<file path="config.mk">
export PLATFORM = sky130hd
export DESIGN_NAME = rx_control_module
export DESIGN_NICKNAME = d
export VERILOG_FILES = /design/src/rtl/rx_control_module.sv
export SDC_FILE = /design/constraint.sdc
export NUM_CORES = 1
export LEC_CHECK = 0
export CAP_MARGIN = 0
export CORE_MARGIN = 2
export CORE_UTILIZATION = 30
export DETAILED_ROUTE_END_ITERATION = 10
export PLACE_DENSITY_LB_ADDON = 0.1
export SLEW_MARGIN = 20
export SYNTH_ARGS = -nofsm -noshare
export SYNTH_HDL_FRONTEND = slang
export SYNTH_SLANG_ARGS = --single-unit
</file>
<file path="constraint.sdc">
create_clock -name sysclk -period 2.65 [get_ports sysclk]
set_input_delay 0.3975 -clock sysclk [delete_from_list [all_inputs] [get_ports sysclk]]
set_output_delay 0.3975 -clock sysclk [all_outputs]
set_load 0.01 [all_outputs]
</file>
<file path="src/rtl/rx_control_module.sv">
// -----------------------------------------------------------------------------
// rx_control_module
// UART receiver for frames of: start bit, 8 data bits sent LSB first, one
// parity bit and one stop bit. Bit timing is derived from sysclk. The line is
// sampled at the middle of each bit.
//
// Parameters
//   CLK_DIV      sysclk cycles per bit (must be >= 4)
//   PARITY_MODE  expected XOR of the data bits and the parity bit (0 = even)
//
// Ports
//   sysclk       system clock
//   rst          synchronous active-high reset
//   rx_en_sig    receive enable; low aborts any frame and holds IDLE
//   rx           asynchronous serial input, idles high
//   rx_data      last received byte, held until the next done pulse
//   rx_done_sig  one-cycle pulse when a frame completes
//   parity_err   parity mismatch on the last frame
//   frame_err    stop bit was low on the last frame
//   rx_busy      high while a frame is being received
// -----------------------------------------------------------------------------
module rx_control_module #(
    parameter int   CLK_DIV     = 5208,
    parameter logic PARITY_MODE = 1'b0
) (
    input  logic       sysclk,
    input  logic       rst,
    input  logic       rx_en_sig,
    input  logic       rx,
    output logic [7:0] rx_data,
    output logic       rx_done_sig,
    output logic       parity_err,
    output logic       frame_err,
    output logic       rx_busy
);

    localparam int CNT_W = $clog2(CLK_DIV);
    localparam logic [CNT_W-1:0] CNT_FULL = CNT_W'(CLK_DIV - 1);
    localparam logic [CNT_W-1:0] CNT_HALF = CNT_W'(CLK_DIV / 2 - 1);
    localparam logic [CNT_W-1:0] CNT_ONE  = CNT_W'(1);
    localparam logic [CNT_W-1:0] CNT_ZERO = CNT_W'(0);

    typedef enum logic [2:0] {
        IDLE   = 3'd0,
        START  = 3'd1,
        DATA   = 3'd2,
        PARITY = 3'd3,
        STOP   = 3'd4
    } rx_state_t;

    // Running parity step; with the received parity bit as bit_v the result
    // is 1 exactly when the frame parity is wrong.
    function automatic logic parity_fold(input logic acc, input logic bit_v);
        return acc ^ bit_v;
    endfunction

    rx_state_t        state_r, state_nx;
    logic             rx_meta_r, rx_s, rx_d;
    logic             fall_s;
    logic [CNT_W-1:0] cnt_r, cnt_nx;
    logic [2:0]       bidx_r, bidx_nx;
    logic [7:0]       shift_r, shift_nx;
    logic             par_acc_r, par_acc_nx;
    logic             perr_pend_r, perr_pend_nx;
    logic [7:0]       data_nx;
    logic             done_nx, perr_nx, ferr_nx, busy_nx;

    assign fall_s = rx_d & ~rx_s;

    // Two-flop synchronizer for rx plus one history flop for edge detection.
    always_ff @(posedge sysclk) begin
        if (rst) begin
            rx_meta_r <= 1'b1;
            rx_s      <= 1'b1;
            rx_d      <= 1'b1;
        end else begin
            rx_meta_r <= rx;
            rx_s      <= rx_meta_r;
            rx_d      <= rx_s;
        end
    end

    // FSM state register.
    always_ff @(posedge sysclk) begin
        if (rst) begin
            state_r <= IDLE;
        end else begin
            state_r <= state_nx;
        end
    end

    // Next-state and datapath update logic.
    always_comb begin
        state_nx     = state_r;
        cnt_nx       = cnt_r;
        bidx_nx      = bidx_r;
        shift_nx     = shift_r;
        par_acc_nx   = par_acc_r;
        perr_pend_nx = perr_pend_r;
        data_nx      = rx_data;
        done_nx      = 1'b0;
        perr_nx      = parity_err;
        ferr_nx      = frame_err;

        if (!rx_en_sig) begin
            state_nx = IDLE;
            cnt_nx   = CNT_ZERO;
        end else begin
            case (state_r)
                IDLE: begin
                    if (fall_s) begin
                        state_nx = START;
                        cnt_nx   = CNT_ZERO;
                    end else begin
                        state_nx = IDLE;
                    end
                end
                START: begin
                    if (cnt_r == CNT_HALF) begin
                        // A high line at mid-start is a glitch, not a frame.
                        if (rx_s) begin
                            state_nx = IDLE;
                        end else begin
                            state_nx   = DATA;
                            cnt_nx     = CNT_ZERO;
                            bidx_nx    = 3'd0;
                            par_acc_nx = PARITY_MODE;
                        end
                    end else begin
                        cnt_nx = cnt_r + CNT_ONE;
                    end
                end
                DATA: begin
                    if (cnt_r == CNT_FULL) begin
                        cnt_nx     = CNT_ZERO;
                        shift_nx   = {rx_s, shift_r[7:1]};
                        par_acc_nx = parity_fold(par_acc_r, rx_s);
                        if (bidx_r == 3'd7) begin
                            state_nx = PARITY;
                        end else begin
                            bidx_nx = bidx_r + 3'd1;
                        end
                    end else begin
                        cnt_nx = cnt_r + CNT_ONE;
                    end
                end
                PARITY: begin
                    if (cnt_r == CNT_FULL) begin
                        cnt_nx       = CNT_ZERO;
                        perr_pend_nx = parity_fold(par_acc_r, rx_s);
                        state_nx     = STOP;
                    end else begin
                        cnt_nx = cnt_r + CNT_ONE;
                    end
                end
                STOP: begin
                    // Leave at mid-stop so a back-to-back start edge is seen.
                    if (cnt_r == CNT_FULL) begin
                        cnt_nx   = CNT_ZERO;
                        data_nx  = shift_r;
                        perr_nx  = perr_pend_r;
                        ferr_nx  = ~rx_s;
                        done_nx  = 1'b1;
                        state_nx = IDLE;
                    end else begin
                        cnt_nx = cnt_r + CNT_ONE;
                    end
                end
                default: begin
                    state_nx = IDLE;
                    cnt_nx   = CNT_ZERO;
                end
            endcase
        end

        busy_nx = (state_nx != IDLE);
    end

    // Datapath and registered outputs.
    always_ff @(posedge sysclk) begin
        if (rst) begin
            cnt_r       <= CNT_ZERO;
            bidx_r      <= 3'd0;
            shift_r     <= 8'h00;
            par_acc_r   <= 1'b0;
            perr_pend_r <= 1'b0;
            rx_data     <= 8'h00;
            rx_done_sig <= 1'b0;
            parity_err  <= 1'b0;
            frame_err   <= 1'b0;
            rx_busy     <= 1'b0;
        end else begin
            cnt_r       <= cnt_nx;
            bidx_r      <= bidx_nx;
            shift_r     <= shift_nx;
            par_acc_r   <= par_acc_nx;
            perr_pend_r <= perr_pend_nx;
            rx_data     <= data_nx;
            rx_done_sig <= done_nx;
            parity_err  <= perr_nx;
            frame_err   <= ferr_nx;
            rx_busy     <= busy_nx;
        end
    end

endmodule

</file>
# Word level (Yosys, flattened, before mapping)
# Index checks and enable logic that the tools add are counted.
# op_classes
mux	24
add_sub_neg	2
n_eq_ne	13
reduce_logical	12
bitwise	5
# op_table
cell	count
two-way mux 13 bit	4
one-hot mux 13 bit (3 select lines)	1
two-way mux 3 bit	10
one-hot mux 3 bit (5 select lines)	1
adder 13 x 1 -> 13 bit (second input constant)	1
equality test 13 x 12 -> 1 bit (second input constant)	1
equality test 13 bit (second input constant)	1
inequality test 2 bit (second input constant)	5
AND reduction 3 bit	3
equality test 3 x 2 -> 1 bit (second input constant)	2
equality test 3 bit (second input constant)	2
one-hot mux 3 bit (2 select lines)	1
AND reduction 6 bit	1
OR reduction 3 bit	2
two-way mux 1 bit	5
AND reduction 5 bit	1
adder 3 x 1 -> 3 bit (second input constant)	1
equality test 3 x 1 -> 1 bit (second input constant)	1
logical NOT 3 bit	1
inequality test 3 bit (second input constant)	1
inverter 1 bit	3
nonzero test 3 bit	1
two-way mux 2 bit	1
one-hot mux 1 bit (2 select lines)	1
5 further kinds	5
# word_totals
register_bits	44
out_inout_bits	12
inputBits	4
wordCells	70

# Logic depth before layout (Yosys ltp)
# Gate-level depths: netlist (run 1).
# logic_depth
ltp_word	6
depth_mapped	7
ltp_nobuf	6

# Least setup slack after synthesis (run 1)
# No wires, ideal clock.
# synth_timing
path_kind	reg2reg
startpoint	register cnt_r[0]
endpoint	register cnt_r[11]
n_path_buf	0
setup_time_ns	0.120
path_slack_ns	0.634
path_stages_with_launch	7
arrival_ns	1.896
t_required_ns	2.530
synth_period_minus_slack_ns	2.016
cell_sequence	dfxtp_1 -> ha_1 -> or3b_4 -> nor4_4 -> o22ai_1 -> and4_1 -> a211o_1
# synth_between
elab_chain_len	3
elab_cells_between_ends	8
classes_between	1 x add/sub; 3 x eq/ne; 3 x mux; 1 x reduce/logical
# synth_lines
element	line_no	text
from (decl)	60	logic [CNT_W-1:0] cnt_r, cnt_nx;
from (signal assigned)	193	cnt_r <= cnt_nx;
adder 13 x 1 -> 13 bit, or another cell as far along	--	
two-way mux 13 bit, or another cell as far along	134, 148, 158	
one-hot mux 13 bit (3 select lines) or AND reduction 2 bit (tied branches)	--	
# Several ways; a longest one is shown, not always the timed one.
# A chain may end at the register's enable or synchronous reset.

# Worst setup path in the final report (run 1)
# layout_timing
startpoint	register cnt_r[0]
endpoint	register cnt_r[1]
# The elaborated chain is that of the path after synthesis.

==> flow_summary.yaml, run 1 <==
run_status:
  status: "complete, no violations"
logic_synthesis:
  synth_flop_cell: "dfxtp_1"
  ys_warn_count: 0
  synth_nets: 239
  synth_cell_type_count: 52
  synth_edf_count: 0
  ys_ff_latch: 44
  syn_area_um2: 2140
  synth_area_per_cell_um2: 9.21
  seq_area_frac_synth: 0.412
  async_flop_share: 0
  syn_inst: 232
detailed_routing:
  first_pass_iters: 4
  num_vias: 1654
  routed_via_density: 4.79
  drtIter0Drc: 75
  drc: 0
  post_drt_wl_per_cell_um: 14.1
  routed_wirelength_um: 4870
  ant_nets: 0
sta:
  worst_pin_slew_ps: 510
  max_freq_ghz: 0.431
  hold_viol_final: 0
  max-slew-margin-rel: 0.659
  skew_ps: 7.41
  slew_viol_final: 0
  fin_crit_sh: 0.875
  finalSetupTns_ps: 0
  hold_ws_ps: 425
  period_needed_ps: 2320
  setup_violations: 0
  rsz0062_at_grt: "false"
setup_path:
  path_class: "flip-flop to flip-flop"
  required_ps: 2840
  crit_family: "simple AND/OR/NAND/NOR gates"
  cp-end-kind: "flip-flop"
  reg2reg_from: "cnt_r[0]$_SDFFE_PP0P_"
  regToRegSetupSlack_ps: 330
  cp.buffers_inverters: 0
  r2r-end: "cnt_r[1]$_SDFFE_PP0P_"
  crit_path_top_delay_cell: "or3b_4"
  critPathLaunchType: "flip-flop"
  crit_arrival_ps: 2510
  reg2reg_depth: 6
  cp.depth: 6
  max_stage_delay_ps: 440
  crit_chain: "ha_1, or3b_4, nor4_4, a2bb2oi_2, a21o_1, o2bb2ai_1"
  critPathMaxFanout: 7
grt:
  grt_pass1_vias: 1594
  grt_max_degree: 31
  grt_usage: 0.136
  grt_overflow: 0
  antenna_found_initial: 0
  grt_pass1_wl_um: 8330
power_and_ir_drop:
  clkPwrFrac: 0.503
  power_switching_share: 0.193
  pwr-share-comb: 0.028
  power_density_nw_per_um2: 558
  p_sw_w: 0.000274
  seqPwrFrac: 0.469
  p_leak_nw: 1.06
  p_int_w: 0.00115
  max-vdd-ir-drop_v: 0.000260
floorplanning:
  chipHeight_um: 88.4
  rows: 30
  coreArea_um2: 6830
  start_util: 0.313
  die_area_um2: 7810
  die_w_um: 88.4
  io_pins: 16
clocking:
  post-cts-setup-buffers: 0
  cts_tree: "yes"
  clkTransAtPathRegs_ps: 90
  cts_buffers: 5
  ctsResizeCount: 0
  root_buffer: "clkbuf_8"
  cts_hold_buf: 0
  clockBufferDepth: 2
  ctsHtreeMaxLevel: 2
  cts_sinks: 44
  clock_latency_ps: 300
finish:
  n_fill_cell: 726
  stdcell_area_um2: 2550
  most-common-layout-cells: "44 x dfxtp_1, 35 x nor2_1, 20 x mux2i_1"
  drive_gt1_frac: 0.116
  fin_nets: 255
  num_antenna_cells: 0
  final_common_cell: "dfxtp_1"
  areaGrowthSynthToFinish_pct: 19.6
  finalNonFillerCells: 345
min_path:
  hold_depth: 1
  hp-start: "rx_meta_r$_SDFF_PP1_"
  worstHoldEndpoint: "rx_s$_SDFF_PP1_"
  hp-class: "flip-flop to flip-flop"
place:
  dp_hpwl_um: 3440
  dpl.cell_count: 337
  place_congestion: 0.791
  dpl_cell_area_um2: 2390
  port_buffers: 15
flow_run:
  cap_violations: 0
==> worst reg2reg max path, delay by kind of cell, from the launching register on <==
| family | cells | cell delay, ps |
|---|---|---|
| compound gates | 3 | 730 |
| fa+ha+maj | 1 | 250 |
| flops | 1 | 400 |
| simple gates | 2 | 830 |
==> power groups by stage <==
stage,combinational [W],clock (W),sequential [W]
6_report,0.0000399,0.000717,0.000667
5_1_grt,0.0000446,0.000761,0.000668
4_1_cts,0.0000407,0.000736,0.000667
3_5_place_dp,0.0000405,0,0.000683
3_3_place_gp,0.0000413,0,0.000683
2_1_floorplan,0.0000255,0,0.000680
==> how the worst max path moves through the flow <==
stage | startpoint | to | slack (ps)
6_report | cnt_r[0]$_SDFFE_PP0P_ | cnt_r[1]$_SDFFE_PP0P_ | 330
4_1_cts | cnt_r[0]$_SDFFE_PP0P_ | bidx_r[0]$_SDFFE_PP0P_ | 340
2_1_floorplan | cnt_r[0]$_SDFFE_PP0P_ | cnt_r[11]$_SDFFE_PP0P_ | 630
3_5_place_dp | cnt_r[0]$_SDFFE_PP0P_ | cnt_r[1]$_SDFFE_PP0P_ | 370
5_1_grt | cnt_r[0]$_SDFFE_PP0P_ | bidx_r[0]$_SDFFE_PP0P_ | 170
3_3_place_gp | cnt_r[0]$_SDFFE_PP0P_ | bidx_r[0]$_SDFFE_PP0P_ | 430
==> cell usage after synthesis, types with 2 or more instances <==
cell | n | area share
nand4b_1 | 2 | 0.0082
nand3b_1 | 2 | 0.0070
nor3_1 | 2 | 0.0047
xor2_1 | 5 | 0.021
buf_2 | 6 | 0.014
buf_4 | 2 | 0.0070
xnor2_1 | 3 | 0.012
a31oi_1 | 3 | 0.0088
ha_1 | 3 | 0.018
nand2_1 | 11 | 0.019
nor3b_1 | 3 | 0.011
nor2b_1 | 2 | 0.0059
o21ai_0 | 5 | 0.012
dfxtp_1 | 44 | 0.41
or2_2 | 3 | 0.0088
nand4_1 | 4 | 0.012
inv_1 | 2 | 0.0035
a211o_1 | 2 | 0.0082
nor2_1 | 35 | 0.062
a21o_1 | 3 | 0.011
nand3_1 | 15 | 0.035
nor4_4 | 2 | 0.020
a21oi_1 | 9 | 0.021
and4bb_1 | 2 | 0.012
mux2i_1 | 20 | 0.094
and4_1 | 3 | 0.012
clkbuf_1 | 5 | 0.0088
nand2b_1 | 10 | 0.029
==> cells by family (layout without fill, tap and decap cells) <==
logic type / Yosys count / in the layout / share of synthesized area
AOI/OAI and AO/OA: 33 / 33 / 0.110
xor gates and xnor gates: 8 / 8 / 0.0328
adders and majority gates: 3 / 3 / 0.0176
buffers and inverters: 15 / 32 / 0.0334
DFF: 44 / 44 / 0.412
muxes: 20 / 20 / 0.0937
and+or+nand+nor: 109 / 109 / 0.301
==> sequential cells by signal, summed over array words and instances (netlist names), 3 cells and up <==
name and flops:
shift_r 8, state_r 3, rx_data 8, bidx_r 3
cnt_r 13
==> cell type report <==
type / instances / area (um2) / share of cell area
multi-input combinational: 173 / 1180 / 0.464
sequential: 44 / 881 / 0.345
timing repair buffer: 22 / 203 / 0.0794
tap: 96 / 120 / 0.0470
clock inverter: 3 / 90.1 / 0.0353
clock buffer: 5 / 68.8 / 0.0269
inverter: 2 / 7.51 / 0.00294
==> per-stage QoR <==
step	setup WS, ps	power [W]	util
after global routing	175	0.00147	0.374
after CTS	338	0.00144	0.374
after floorplan	634	0.000705	-
after global placement	425	0.000724	0.351
final	330	0.00142	0.374
after detailed placement	372	0.000723	0.351
==> per-layer routing <==
layer | vias up | track usage | part of all wire
li1 | 859 | - | -
met1 | 778 | 0.190 | 0.52
met2 | 15 | 0.206 | 0.44
met3 | 2 | 0.0308 | 0.025
met4 | 0 | 0.0510 | 0.0082
met5 | - | 0 | 0
No activity file was read; power rests on OpenSTA's default activity.
==> run 2, diff against run 1 <==
CTS_BUF_LIST = sky130_fd_sc_hd__clkbuf_16   (was not set)
==> flow_summary.yaml, run 2 (synthesis results as in run 1) <==
sta:
  worst_pin_slew_ps: 528
  max-slew-margin-rel: 0.648
  hold_ws_ps: 419
  fin_ws_ps: 337
  rsz0062_at_grt: "false"
  skew_ps: 6.36
  finalSetupTns_ps: 0
  period_needed_ps: 2310
  setup_violations: 0
  hold_viol_final: 0
  max_freq_ghz: 0.432
  fin_crit_sh: 0.873
  slew_viol_final: 0
finish:
  drive_gt1_frac: 0.116
  n_fill_cell: 723
  areaGrowthSynthToFinish_pct: 22.2
  num_antenna_cells: 0
  finalNonFillerCells: 345
  stdcell_area_um2: 2610
  reg_top3: "cnt_r (13), rx_data (8), shift_r (8)"
  most-common-layout-cells: "44 x dfxtp_1, 35 x nor2_1, 20 x mux2i_1"
  top_register: "cnt_r"
  largest_reg_flops: 13
  fin_nets: 255
  final_common_cell: "dfxtp_1"
clocking:
  post-cts-setup-buffers: 0
  ctsResizeCount: 0
  cts_sinks: 44
  clockBufferDepth: 2
  cts_hold_buf: 0
  clock_latency_ps: 290
  cts_buffers: 5
  cts_tree: "yes"
  root_buffer: "clkbuf_16"
  ctsHtreeMaxLevel: 2
  clkTransAtPathRegs_ps: 60
floorplanning:
  io_pins: 16
  coreArea_um2: 6830
  start_util: 0.313
  die_area_um2: 7810
  chipHeight_um: 88.4
  die_w_um: 88.4
  rows: 30
setup_path:
  required_ps: 2820
  max_stage_delay_ps: 440
  crit_family: "simple AND/OR/NAND/NOR gates"
  critPathLaunchType: "flip-flop"
  r2r-end: "cnt_r[1]$_SDFFE_PP0P_"
  cp.buffers_inverters: 0
  crit_chain: "ha_1, or3b_4, nor4_4, a2bb2oi_2, a21o_1, o2bb2ai_1"
  regToRegSetupSlack_ps: 340
  critPathMaxFanout: 7
  crit_arrival_ps: 2490
  reg2reg_depth: 6
  crit_path_top_delay_cell: "or3b_4"
  worstSetupStartpoint: "cnt_r[0]$_SDFFE_PP0P_"
  cp-end-kind: "flip-flop"
  path_class: "flip-flop to flip-flop"
  reg2reg_from: "cnt_r[0]$_SDFFE_PP0P_"
detailed_routing:
  routed_wirelength_um: 4880
  route.layer.met1.wl_um: 2550
  drtIter0Drc: 62
  wl_met3_um: 95
  first_pass_iters: 4
  met2WireLength_um: 2150
  post_drt_wl_per_cell_um: 14.1
  routed_via_density: 4.84
  num_vias: 1671
  drc: 0
  ant_nets: 0
  highest_layer: "met4"
power_and_ir_drop:
  power_switching_share: 0.184
  clkPwrFrac: 0.560
  pwr-share-comb: 0.025
  power_density_nw_per_um2: 617
  p_int_w: 0.00131
  p_leak_nw: 1.09
  seqPwrFrac: 0.415
  p_sw_w: 0.000296
  max-vdd-ir-drop_v: 0.000252
min_path:
  hold_depth: 1
  worstHoldEndpoint: "rx_s$_SDFF_PP1_"
  hp-class: "flip-flop to flip-flop"
  hp-start: "rx_meta_r$_SDFF_PP1_"
grt:
  antenna_found_initial: 0
  grt_max_degree: 31
  grt_pass1_vias: 1586
  grt_overflow: 0
  grt_pass1_wl_um: 8410
  grt_usage: 0.139
flow_run:
  cap_violations: 0
run_status:
  status: "complete, no violations"
place:
  dpl.cell_count: 337
  dpl_cell_area_um2: 2390
  port_buffers: 15
  pre_cts_ws_ps: 372
  dp_hpwl_um: 3440
  place_congestion: 0.791
==> run 2: cell types whose count changed in the layout (fill, tap and decap cells not counted) <==
cell	previous run	this run
clkbuf_8	5	0
clkbuf_16	0	5
==> run 2: how the worst max path moves through the flow <==
| stage | end | slack [ps] | cells past startpoint |
|---|---|---|---|
| after global placement | bidx_r[0]$_SDFFE_PP0P_ | 430 | 6 |
| after detailed placement | cnt_r[1]$_SDFFE_PP0P_ | 370 | 6 |
| final | cnt_r[1]$_SDFFE_PP0P_ | 340 | 6 |
| after CTS | bidx_r[0]$_SDFFE_PP0P_ | 340 | 6 |
| after floorplan | cnt_r[11]$_SDFFE_PP0P_ | 630 | 6 |
| after global routing | bidx_r[0]$_SDFFE_PP0P_ | 180 | 6 |
==> run 2: through the flow <==
step / total power [W] / utilization
global placement: 0.000724 / 0.351
floorplan: 0.000705 / -
detailed placement: 0.000723 / 0.351
finish: 0.00161 / 0.382
global route: 0.00166 / 0.382
CTS: 0.00163 / 0.382
==> run 2: final cells by class <==
| cell class | count | area, um2 | area share |
|---|---|---|---|
| multi-input combinational | 173 | 1180 | 0.454 |
| sequential | 44 | 881 | 0.337 |
| timing repair buffer | 22 | 203 | 0.0777 |
| clock buffer | 5 | 125 | 0.0479 |
| tap | 96 | 120 | 0.0460 |
| clock inverter | 3 | 90.1 | 0.0345 |
| inverter | 2 | 7.51 | 0.00288 |
==> run 2: routing by layer <==
metal,vias to the layer above,GRT usage
met4,0,0.0579
met1,783,0.192
met3,7,0.0308
met2,19,0.208
met5,-,0
li1,862,-
==> run 2: power groups by stage <==
stage               clock network [W]  logic (W)  registers (W)
finish                       0.000902  0.0000400       0.000668
detailed placement                  0  0.0000405       0.000683
floorplan                           0  0.0000255       0.000680
global placement                    0  0.0000413       0.000683
global route                 0.000948  0.0000446       0.000668
CTS                          0.000923  0.0000407       0.000668
==> run 3, diff against run 2 <==
CORE_UTILIZATION = 35   (was 30)
==> flow_summary.yaml, run 3 (synthesis results as in run 1) <==
power_and_ir_drop:
  max-vdd-ir-drop_v: 0.000335
  p_leak_nw: 1.05
  power_density_nw_per_um2: 524
setup_path:
  critPathLaunchType: "flip-flop"
  path_class: "flip-flop to flip-flop"
  max_stage_delay_ps: 430
  cp-end-kind: "flip-flop"
  required_ps: 2820
  critPathMaxFanout: 7
  crit_path_top_delay_cell: "or3b_4"
  crit_chain: "ha_1, or3b_4, nor4_4, a2bb2oi_2, a21o_1, o2bb2ai_1"
  crit_arrival_ps: 2480
sta:
  max-slew-margin-rel: 0.709
  fin_crit_sh: 0.871
  rsz0062_at_grt: "false"
  hold_viol_final: 0
  setup_violations: 0
  worst_pin_slew_ps: 433
  finalSetupTns_ps: 0
  max_freq_ghz: 0.433
  slew_viol_final: 0
  skew_ps: 5.30
  period_needed_ps: 2310
clocking:
  clock_latency_ps: 290
  cts_hold_buf: 0
  clkTransAtPathRegs_ps: 70
  cts_buffers: 5
  cts_tree: "yes"
  ctsResizeCount: 0
  post-cts-setup-buffers: 0
  clockBufferDepth: 2
  cts_sinks: 44
  root_buffer: "clkbuf_16"
  ctsHtreeMaxLevel: 2
floorplanning:
  die_area_um2: 6740
  io_pins: 16
  chipHeight_um: 82.1
  start_util: 0.361
  coreArea_um2: 5920
  die_w_um: 82.1
  rows: 28
run_status:
  status: "complete, no violations"
finish:
  reg_top3: "cnt_r (13), rx_data (8), shift_r (8)"
  most-common-layout-cells: "44 x dfxtp_1, 35 x nor2_1, 20 x mux2i_1"
  num_antenna_cells: 0
  fin_nets: 256
  final_common_cell: "dfxtp_1"
  largest_reg_flops: 13
  finalCoreUtilization: 0.426
  drive_gt1_frac: 0.116
  top_register: "cnt_r"
  areaGrowthSynthToFinish_pct: 18.0
detailed_routing:
  routed_wirelength_um: 4580
  ant_nets: 0
  drc: 0
  num_vias: 1673
  routed_via_density: 5.15
  post_drt_wl_per_cell_um: 14.1
  first_pass_iters: 4
  drtIter0Drc: 95
place:
  port_buffers: 15
  dp_hpwl_um: 3320
  place_congestion: 0.856
min_path:
  hp-class: "flip-flop to flip-flop"
flow_run:
  cap_violations: 0
grt:
  grt_usage: 0.156
  grt_max_degree: 31
  grt_pass1_vias: 1612
  grt_overflow: 0
  grt_pass1_wl_um: 7870
  antenna_found_initial: 0
[run 3: changes by cell type in the layout (fill, tap and decap cells not counted)]
cell	previous run	this run
buf_4	7	8
bufinv_16	3	0
clkinv_1	0	1
clkinvlp_4	0	2
[run 3: final timing paths]
path	from	to	slack (ps)	cells past startpoint
min reg2reg	rx_meta_r$_SDFF_PP1_	rx_s$_SDFF_PP1_	410	1
min	rx_meta_r$_SDFF_PP1_	rx_s$_SDFF_PP1_	410	1
max	cnt_r[0]$_SDFFE_PP0P_	cnt_r[1]$_SDFFE_PP0P_	340	6
max reg2reg	cnt_r[0]$_SDFFE_PP0P_	cnt_r[1]$_SDFFE_PP0P_	340	6
[run 3: area by class of cell]
class | count | area, um2
well taps | 75 | 93.8
fillers | 596 | 3400
repair buffers | 23 | 210
clock inverters | 3 | 18.8
clock buffers | 5 | 125
multi-input cells | 173 | 1180
flip-flops and latches | 44 | 881
inverters | 2 | 7.51
[run 3: power breakdown]
part | total [W] | switching [W] | internal, W
combinational | 0.0000402 | 0.0000250 | 0.0000152
clock | 0.000612 | 0.000266 | 0.000346
sequential | 0.000667 | 0.00000340 | 0.000664
total | 0.00132 | 0.000294 | 0.00103
[run 3: metrics by stage]
stage / setup WS, ps / total power (W) / hold slack [ps] / area (um2) / instances
after floorplan: 634 / 0.000705 / 389 / 2140 / 232
after global placement: 427 / 0.000723 / 391 / 2380 / 317
after detailed placement: 349 / 0.000723 / 403 / 2380 / 317
after CTS: 323 / 0.00134 / 420 / 2520 / 325
after global routing: 214 / 0.00137 / 428 / 2520 / 325
final: 343 / 0.00132 / 414 / 2520 / 325
[run 3: worst max-delay path: cells and delay by family (launching register included)]
kind            cells  cell delay (ps)
simple gates        2              810
compound gates      3              750
flops               1              390
fa+ha+maj           1              250
[run 3: metal layers]
metal  vias up  part of all wire  track usage
met5         -                 0            0
met4         0             0.021       0.0650
met3         9             0.026       0.0348
met2        16              0.46        0.241
met1       779              0.49        0.209
li1        869                 -            -
